### config.mk
export PLATFORM = sky130hd
export DESIGN_NAME = dma_link_sequencer_tx
export DESIGN_NICKNAME = d
export VERILOG_FILES = /design/src/rtl/dma_link_sequencer_tx.sv
export SDC_FILE = /design/constraint.sdc
export NUM_CORES = 2
export LEC_CHECK = 0
export CAP_MARGIN = 40
export CORE_ASPECT_RATIO = 0.8
export CORE_MARGIN = 2
export CORE_UTILIZATION = 65
export DETAILED_ROUTE_END_ITERATION = 8
export HOLD_SLACK_MARGIN = 0.02
export PLACE_DENSITY = 0.83
export SYNTH_ARGS = -nofsm -noshare
export SYNTH_HDL_FRONTEND = slang
export SYNTH_SLANG_ARGS = --single-unit
export TNS_END_PERCENT = 100
### constraint.sdc
create_clock -name clk -period 7.55 [get_ports clk]
set_clock_uncertainty 0.2 [all_clocks]
set_input_delay 1.1325 -clock clk [delete_from_list [all_inputs] [get_ports clk]]
set_output_delay 1.1325 -clock clk [all_outputs]
set_load 0.02 [all_outputs]
### src/rtl/dma_link_sequencer_tx.sv
`default_nettype none
// ============================================================================
// Module : dma_link_sequencer_tx
// Brief  : TX DMA link register bank with a descriptor sequencer that feeds
//          the TX engine. Optional macro DMA_SEQ_IRQ_EN adds the done irq.
// Rev    : 1.0 - initial release
// ============================================================================
module dma_link_sequencer_tx #(
  parameter int                DATA_W    = 64,
  parameter int                ADDR_W    = 32,
  parameter int                NUM_LINKS = 16,
  parameter logic [ADDR_W-1:0] REG_BASE  = 32'hFFFF_0000,
  parameter int                IDX_W     = (NUM_LINKS > 1) ? $clog2(NUM_LINKS) : 1
) (
  input  logic              clk,
  input  logic              rst,
  input  logic [ADDR_W-1:0] slave_addr_i,
  input  logic [DATA_W-1:0] slave_data_i,
  input  logic              wr_en_i,
  input  logic              rd_en_i,
  input  logic [ADDR_W-1:0] rd_addr_i,
  output logic [DATA_W-1:0] rd_data_o,
  output logic              rd_valid_o,
  output logic              desc_valid_o,
  input  logic              desc_ready_i,
  output logic [DATA_W-1:0] desc_data_o,
  output logic [DATA_W-1:0] desc_base_o,
  output logic [IDX_W-1:0]  desc_idx_o,
  input  logic              xfer_done_i,
  output logic              busy_o,
  output logic              done_o,
  output logic              aborted_o,
  output logic              irq_o
);

  localparam int                c_stride    = DATA_W / 8;
  localparam logic [ADDR_W-1:0] c_ctrl_addr = REG_BASE + ADDR_W'((NUM_LINKS + 1) * c_stride);
  localparam logic [ADDR_W-1:0] c_stat_addr = REG_BASE + ADDR_W'((NUM_LINKS + 2) * c_stride);
  localparam logic [7:0]        c_max_cnt   = 8'(NUM_LINKS);

  typedef enum logic [1:0] {
    S_IDLE  = 2'd0,
    S_ISSUE = 2'd1,
    S_WAIT  = 2'd2,
    S_FIN   = 2'd3
  } state_t;

  state_t              state_q;
  logic [DATA_W-1:0]   base_q;
  logic [DATA_W-1:0]   link_q [NUM_LINKS];
  logic [7:0]          count_q;
  logic [IDX_W-1:0]    idx_q;
  logic                desc_valid_q, busy_q, done_q, aborted_q, abort_pend_q;
  logic [DATA_W-1:0]   rd_data_q;
  logic                rd_valid_q;

  logic                w_wr_base, w_wr_ctrl, w_wr_link;
  logic [IDX_W-1:0]    w_wr_idx;
  logic [DATA_W-1:0]   w_rd_val;
  logic [31:0]         w_status;
  logic                w_start, w_abort, w_irq_clr, w_cnt_ok, w_last, w_irq;
  logic [7:0]          w_cnt;

  always_comb begin
    w_wr_base = wr_en_i && (slave_addr_i == REG_BASE);
    w_wr_ctrl = wr_en_i && (slave_addr_i == c_ctrl_addr);
    w_wr_link = 1'b0;
    w_wr_idx  = '0;
    for (int i = 0; i < NUM_LINKS; i++) begin
      if (slave_addr_i == REG_BASE + ADDR_W'((i + 1) * c_stride)) begin
        w_wr_link = wr_en_i;
        w_wr_idx  = IDX_W'(i);
      end
    end
  end

  assign w_status = {8'h00, 8'(idx_q), count_q, 5'b0, w_irq, aborted_q, busy_q};

  // CTRL is write-only and reads back as zero like any unmapped slot.
  always_comb begin
    w_rd_val = '0;
    if (rd_addr_i == REG_BASE)    w_rd_val = base_q;
    if (rd_addr_i == c_stat_addr) w_rd_val = DATA_W'(w_status);
    for (int i = 0; i < NUM_LINKS; i++) begin
      if (rd_addr_i == REG_BASE + ADDR_W'((i + 1) * c_stride)) w_rd_val = link_q[i];
    end
  end

  assign w_cnt     = slave_data_i[15:8];
  assign w_start   = w_wr_ctrl && slave_data_i[0];
  assign w_abort   = w_wr_ctrl && slave_data_i[1];
  assign w_irq_clr = w_wr_ctrl && slave_data_i[2];
  assign w_cnt_ok  = (w_cnt != 8'd0) && (w_cnt <= c_max_cnt);
  assign w_last    = (8'(idx_q) == count_q - 8'd1);

  always_ff @(posedge clk) begin
    if (rst) begin
      base_q  <= '0;
      count_q <= '0;
      for (int i = 0; i < NUM_LINKS; i++) link_q[i] <= '0;
    end else if (!busy_q) begin
      if (w_wr_base) base_q <= slave_data_i;
      if (w_wr_link) link_q[w_wr_idx] <= slave_data_i;
      if (w_wr_ctrl) count_q <= w_cnt;
    end
  end

  always_ff @(posedge clk) begin
    if (rst) begin
      rd_valid_q <= 1'b0;
      rd_data_q  <= '0;
    end else begin
      rd_valid_q <= rd_en_i;
      if (rd_en_i) rd_data_q <= w_rd_val;
    end
  end

  // FIN is entered with busy already low so done and !busy coincide.
  always_ff @(posedge clk) begin
    if (rst) begin
      state_q      <= S_IDLE;
      idx_q        <= '0;
      desc_valid_q <= 1'b0;
      busy_q       <= 1'b0;
      done_q       <= 1'b0;
      aborted_q    <= 1'b0;
      abort_pend_q <= 1'b0;
    end else begin
      done_q <= 1'b0;
      case (state_q)
        S_IDLE: begin
          if (w_start && w_cnt_ok) begin
            idx_q        <= '0;
            aborted_q    <= 1'b0;
            abort_pend_q <= 1'b0;
            desc_valid_q <= 1'b1;
            busy_q       <= 1'b1;
            state_q      <= S_ISSUE;
          end
        end
        S_ISSUE: begin
          if (w_abort) abort_pend_q <= 1'b1;
          if (desc_ready_i) begin
            desc_valid_q <= 1'b0;
            if (abort_pend_q || w_abort) begin
              aborted_q    <= 1'b1;
              abort_pend_q <= 1'b0;
              busy_q       <= 1'b0;
              done_q       <= 1'b1;
              state_q      <= S_FIN;
            end else begin
              state_q <= S_WAIT;
            end
          end
        end
        S_WAIT: begin
          if (w_abort) begin
            aborted_q <= 1'b1;
            busy_q    <= 1'b0;
            done_q    <= 1'b1;
            state_q   <= S_FIN;
          end else if (xfer_done_i) begin
            if (w_last) begin
              busy_q  <= 1'b0;
              done_q  <= 1'b1;
              state_q <= S_FIN;
            end else begin
              idx_q        <= idx_q + IDX_W'(1);
              desc_valid_q <= 1'b1;
              state_q      <= S_ISSUE;
            end
          end
        end
        S_FIN:   state_q <= S_IDLE;
        default: state_q <= S_IDLE;
      endcase
    end
  end

`ifdef DMA_SEQ_IRQ_EN
  logic irq_q;
  always_ff @(posedge clk) begin
    if (rst)            irq_q <= 1'b0;
    else if (done_q)    irq_q <= 1'b1;
    else if (w_irq_clr) irq_q <= 1'b0;
  end
  assign w_irq = irq_q;
`else
  logic w_unused_irq_clr;
  assign w_unused_irq_clr = w_irq_clr;
  assign w_irq            = 1'b0;
`endif

  assign rd_data_o    = rd_data_q;
  assign rd_valid_o   = rd_valid_q;
  assign desc_valid_o = desc_valid_q;
  assign desc_data_o  = link_q[idx_q];
  assign desc_base_o  = base_q;
  assign desc_idx_o   = idx_q;
  assign busy_o       = busy_q;
  assign done_o       = done_q;
  assign aborted_o    = aborted_q;
  assign irq_o        = w_irq;

endmodule
`default_nettype wire

-- Word-level counts from Yosys, hierarchy flattened
Memories as Yosys holds them, arrays and structs flattened. A register that Yosys moved wholly into a read port is not among the register bits.
Index checks and enable logic that the tools add are counted.
- logic and storage cells: 185
- memories kept: 1
- bits in writable memories: 1024
- register bits after elaboration: 148
- output and inout port bits: 202
- memory list (name ; depth ; bits a word ; rd ports ; clocked after Yosys merged registers in ; write ports ; line ; RTL):
    link_q ; 16 ; 64 ; 17 ; 1 ; 16 ; 50 ; logic [DATA_W-1:0] link_q [NUM_LINKS];
- bitwise logic cells: 1
- equality and inequality tests: 49
- muxes and demuxes: 99
- order comparisons: 1
- reductions and logical operators: 21
- add/sub/neg operators: 2
- operator list (kind ; number):
    two-way mux 64 bit ; 19
    equality test 32 bit, second input constant ; 36
    two-way mux 4 bit ; 21
    OR reduction 64 bit ; 1
    two-way mux 1 bit ; 47
    inequality test 2 bit, second input constant ; 7
    AND reduction 6 bit ; 2
    two-way mux 2 bit ; 5
    AND reduction 5 bit ; 2
    one-hot mux 1 bit (3 select lines) ; 3
    equality test 4 x 8 -> 1 bit ; 1
    <= comparator 8 x 5 -> 1 bit, second input constant ; 1
    one-hot mux 2 bit (4 select lines) ; 1
    one-hot mux 4 bit (2 select lines) ; 1
    nonzero test 8 bit ; 1
    subtractor 8 x 1 -> 8 bit, second input constant ; 1
    logical AND 1 bit ; 6
    inequality test 3 bit, second input constant ; 2
    AND reduction 2 bit ; 3
    adder 4 x 1 -> 4 bit, second input constant ; 1
    equality test 2 bit, second input constant ; 2
    one-hot mux 1 bit (2 select lines) ; 2
    nonzero test 2 bit ; 2
    AND reduction 3 bit ; 1
    5 further kinds ; 5

-- Depth between registers and ports, before layout
- depth after elaboration: 23
- mapped depth: 11
- mapped depth without buffers: 9

-- Worst setup path after synthesis
OpenSTA, ideal clock, no wires.
- path kind: input to register
- start: input port slave_addr_i[12]
- end: memory link_q[4][0] (enable)
- arrival time: 3811 ps
- stages: 8
- path slack: 3145 ps
- path through: or4b_4 nor4_4 nand2_2 or2_1 buf_6 nor4_2 buf_4 or2_2
- RTL lines (item ; line ; RTL):
    from (decl) ; 17 ; input logic [ADDR_W-1:0] slave_addr_i,
    to (decl) ; 50 ;

==> flow_metrics.env <==
export IMPL_crit_required_ns=6.22
export IMPL_clkTransAtPathRegs_ns=0.07
export IMPL_rrSetupSlack_ns=3.51
export IMPL_grt_max_degree=134
export IMPL_die_w_um=344.7
export IMPL_dpl_cell_area_um2=65120
export IMPL_multi_input_area_um2=24750
export IMPL_drtIter0Drc=9524
export IMPL_worst_slew_pin_slew_ns=1.105
export IMPL_min_from="desc_base_o[11]"
export IMPL_wl_met2_mm=92.44
export IMPL_cp_end_kind="output port"
export IMPL_crit_chain="buf_12, mux4_2, mux4_2, clkdlybuf4s50_1"
export IMPL_root_buffer="clkbuf_16"
export IMPL_place_congestion=0.9260
export IMPL_rows=99
export IMPL_min_to="desc_base_o[11]"
export IMPL_drtPass1Iterations=9
export IMPL_max_slew_margin_rel_pct=26.34
export IMPL_cts_hold_fix_buffers=0
export IMPL_htreeDepth=3
export IMPL_vias=47040
export IMPL_critPathMaxStageDelay_ns=0.90
export IMPL_area_sequential_um2=33810
export IMPL_ys_types=84
export IMPL_timing_rr_end="link_q[3][35]"
export IMPL_wl_met1_mm=67.89
export IMPL_grt_setup_unrepaired="false"
export IMPL_slew_viol_final=0
export IMPL_grt_usage_pct=46.06
export IMPL_synth_edf_count=1024
export IMPL_synthXorXnorAreaFrac_pct=0.1451
export IMPL_port_buffers=334
export IMPL_seq_area_frac_synth_pct=56.00
export IMPL_yosysWarnings=0
export IMPL_synthCells=4661
export IMPL_area_growth_pct=14.46
export IMPL_avgViaCountPerCell=7.711
export IMPL_tns_ns=0
export IMPL_cts_buffers=113
export IMPL_synthArstFlopShare_pct=0
export IMPL_synth_fa_ha_area_share_pct=0.1244
export IMPL_synth_ff_type="edfxtp_1"
export IMPL_max_clock_freq_ghz=0.1873
export IMPL_syn_area_um2=60340
export IMPL_dieArea_um2=95310
export IMPL_wl_mm=220.6
export IMPL_cts_sinks=1176
export IMPL_overflow=0
export IMPL_ff2ff_path_depth=7
export IMPL_path_buf_inv=2
export IMPL_reg2reg_from="busy_o"
export IMPL_hold_viol_final=0
export IMPL_peakVddDrop_uv=221.3
export IMPL_finalCritPeriodShare_pct=70.70
export IMPL_grt_pass1_vias=46810
export IMPL_worst_path_max_fanout=115
export IMPL_cts_tree="built"
export IMPL_critPathTopFamily="buffers and inverters"
export IMPL_crit_top_cell="mux4_2"
export IMPL_postLayoutCoreUtil_pct=75.45
export IMPL_critPathKind="flop to output port"
export IMPL_die_h_um=276.5
export IMPL_synth_area_mux_share_pct=13.75
export IMPL_min_path_type="flop to flop"
export IMPL_power_density_nw_per_um2=208.4
export IMPL_grt_pass1_wl_mm=316.6
export IMPL_postCtsSetupRepairBufs=0
export IMPL_min_delay_path_depth=2
export IMPL_avgSynthCellArea_um2=12.95
export IMPL_setup_viol=0
export IMPL_antenna_found_initial=10
export IMPL_post_drt_wl_per_cell_um=36.16
export IMPL_nets=4916
export IMPL_cts_buffer_depth=3
export IMPL_wl_met3_mm=43.08
export IMPL_place_hpwl_mm=125.9
export IMPL_drv_cap=0
export IMPL_start_kind="flop"
export IMPL_synth_compound_area_share_pct=10.80
export IMPL_synth_simple_area_share_pct=15.69
export IMPL_ios=336
export IMPL_initial_utilization_pct=65.92
export IMPL_synth_top_family_by_area="simple AND/OR/NAND/NOR gates"
export IMPL_cts_resized=0
export IMPL_drive_gt1_share_pct=15.57
export IMPL_p_leak_uw=0.02360
export IMPL_violations="DRC"
export IMPL_clk_latency_ns=0.74
export IMPL_syn_nets=4801
export IMPL_drt_antenna_violating_nets=0
export IMPL_fin_area_um2=69070
export IMPL_fill_cells=5383
export IMPL_cp_slowest_cell="dfxtp_4"
export IMPL_ys_ff_latch=1176
export IMPL_routed_top_layer="met5"
export IMPL_cp_arrival_ns=4.01
export IMPL_drcViolationCount=14
export IMPL_fin_crit_ns=5.338
export IMPL_coreArea_um2=91540
export IMPL_status="finished with violations"
## metal layers
layer,global-route usage [%],vias to the layer above
li1,-,18020
met1,59.34,22140
met2,65.23,5500
met3,19.31,1377
met4,27.42,4
met5,0.1016,-
## final cells by class
type | count | area share (%)
sequential | 1176 | 48.95
multi-input combinational | 3003 | 35.84
timing repair buffer | 469 | 7.246
clock buffer | 127 | 4.261
tap | 1212 | 2.196
clock inverter | 88 | 1.398
inverter | 13 | 0.07065
antenna | 12 | 0.04348
## kinds of logic after synthesis
family | count (synthesis)
buffers and inverters | 482
multiplexers | 429
flip-flops | 1176
XOR/XNOR | 10
AO/OA/AOI/OAI | 926
AND/OR/NAND/NOR | 1631
other | 1
adder cells (fa/ha/maj) | 6
## how the worst max path moves through the flow
stage / endpoint / cells past startpoint / from
5_1_grt: desc_data_o[47] / 4 / flop
4_1_cts: desc_data_o[47] / 4 / flop
6_report: desc_data_o[34] / 4 / flop
2_1_floorplan: link_q[4][0] / 8 / slave_addr_i[12]
3_5_place_dp: link_q[3][35] / 9 / slave_addr_i[6]
3_3_place_gp: link_q[8][51] / 8 / slave_addr_i[12]
## synth_stat cells, drive strengths merged, types with 24 or more instances
cell type	number	share of area [%]
buf	125	1.2
a22oi	94	1.2
nand2	287	1.8
clkbuf	344	2.2
o211ai	51	0.63
edfxtp	1024	51
o21ai	216	1.8
a31oi	25	0.26
and2	1027	11
a222oi	44	0.73
or2	36	0.37
a21oi	132	1.2
nand2b	24	0.25
nor3	24	0.28
a221oi	80	1.2
o22a	51	0.74
mux2i	108	1.8
dfxtp	152	5.0
nor2	92	0.58
a22o	32	0.46
nand3	44	0.36
mux4	320	12
a211oi	65	0.81
## placed cells by master, fill, tap and decap left out, drive strengths merged, types with 51 or more instances in the layout
cell and instances:
nand2 287, a221oi 80, mux4 320, clkinv 51
edfxtp 1024, o211ai 51, clkdlybuf4s50 331, clkbuf 127
and2 1027, a22oi 94, o21ai 216, dfxtp 152
nor2 92, a21oi 132, a211oi 65, o22a 51
mux2i 108, buf 138
## registers in the layout, indices dropped and copies added, names as in the netlist, named ones only
register,flops
state_q,2
desc_base_o,64
link_q,1024
rd_valid_o,1
rd_data_o,64
desc_valid_o,1
abort_pend_q,1
aborted_o,1
count_q,8
done_o,1
busy_o,1
desc_idx_o,4
## where the power goes
part	leakage, µW	internal, µW	switching, µW	total [µW]
Combinational	0.0102	315	558	873
Sequential	0.0116	7280	157	7430
Clock	0.00189	3430	2650	6080
## worst reg2reg max path, stage by stage, from the launching register on
cell and delay [ns]:
dfxtp_1 0.39, nand2b_1 0.31, nor3_1 0.38, and3_1 0.26
o211ai_1 0.31, nor4_2 0.39, or2_4 0.83, buf_4 0.58
## through the flow
stage	setup WS, ns	instances	hold WS [ns]	power, µW
final	2.212	6100	0.2756	14390
after global routing	2.151	6092	0.2939	14600
after CTS	2.258	6087	0.2749	14270
after detailed placement	2.077	5872	0.2645	8385
after global placement	2.132	5840	0.2579	8339
after floorplan	3.145	4661	0.2881	7924
No activity file was read; power rests on OpenSTA's default activity.
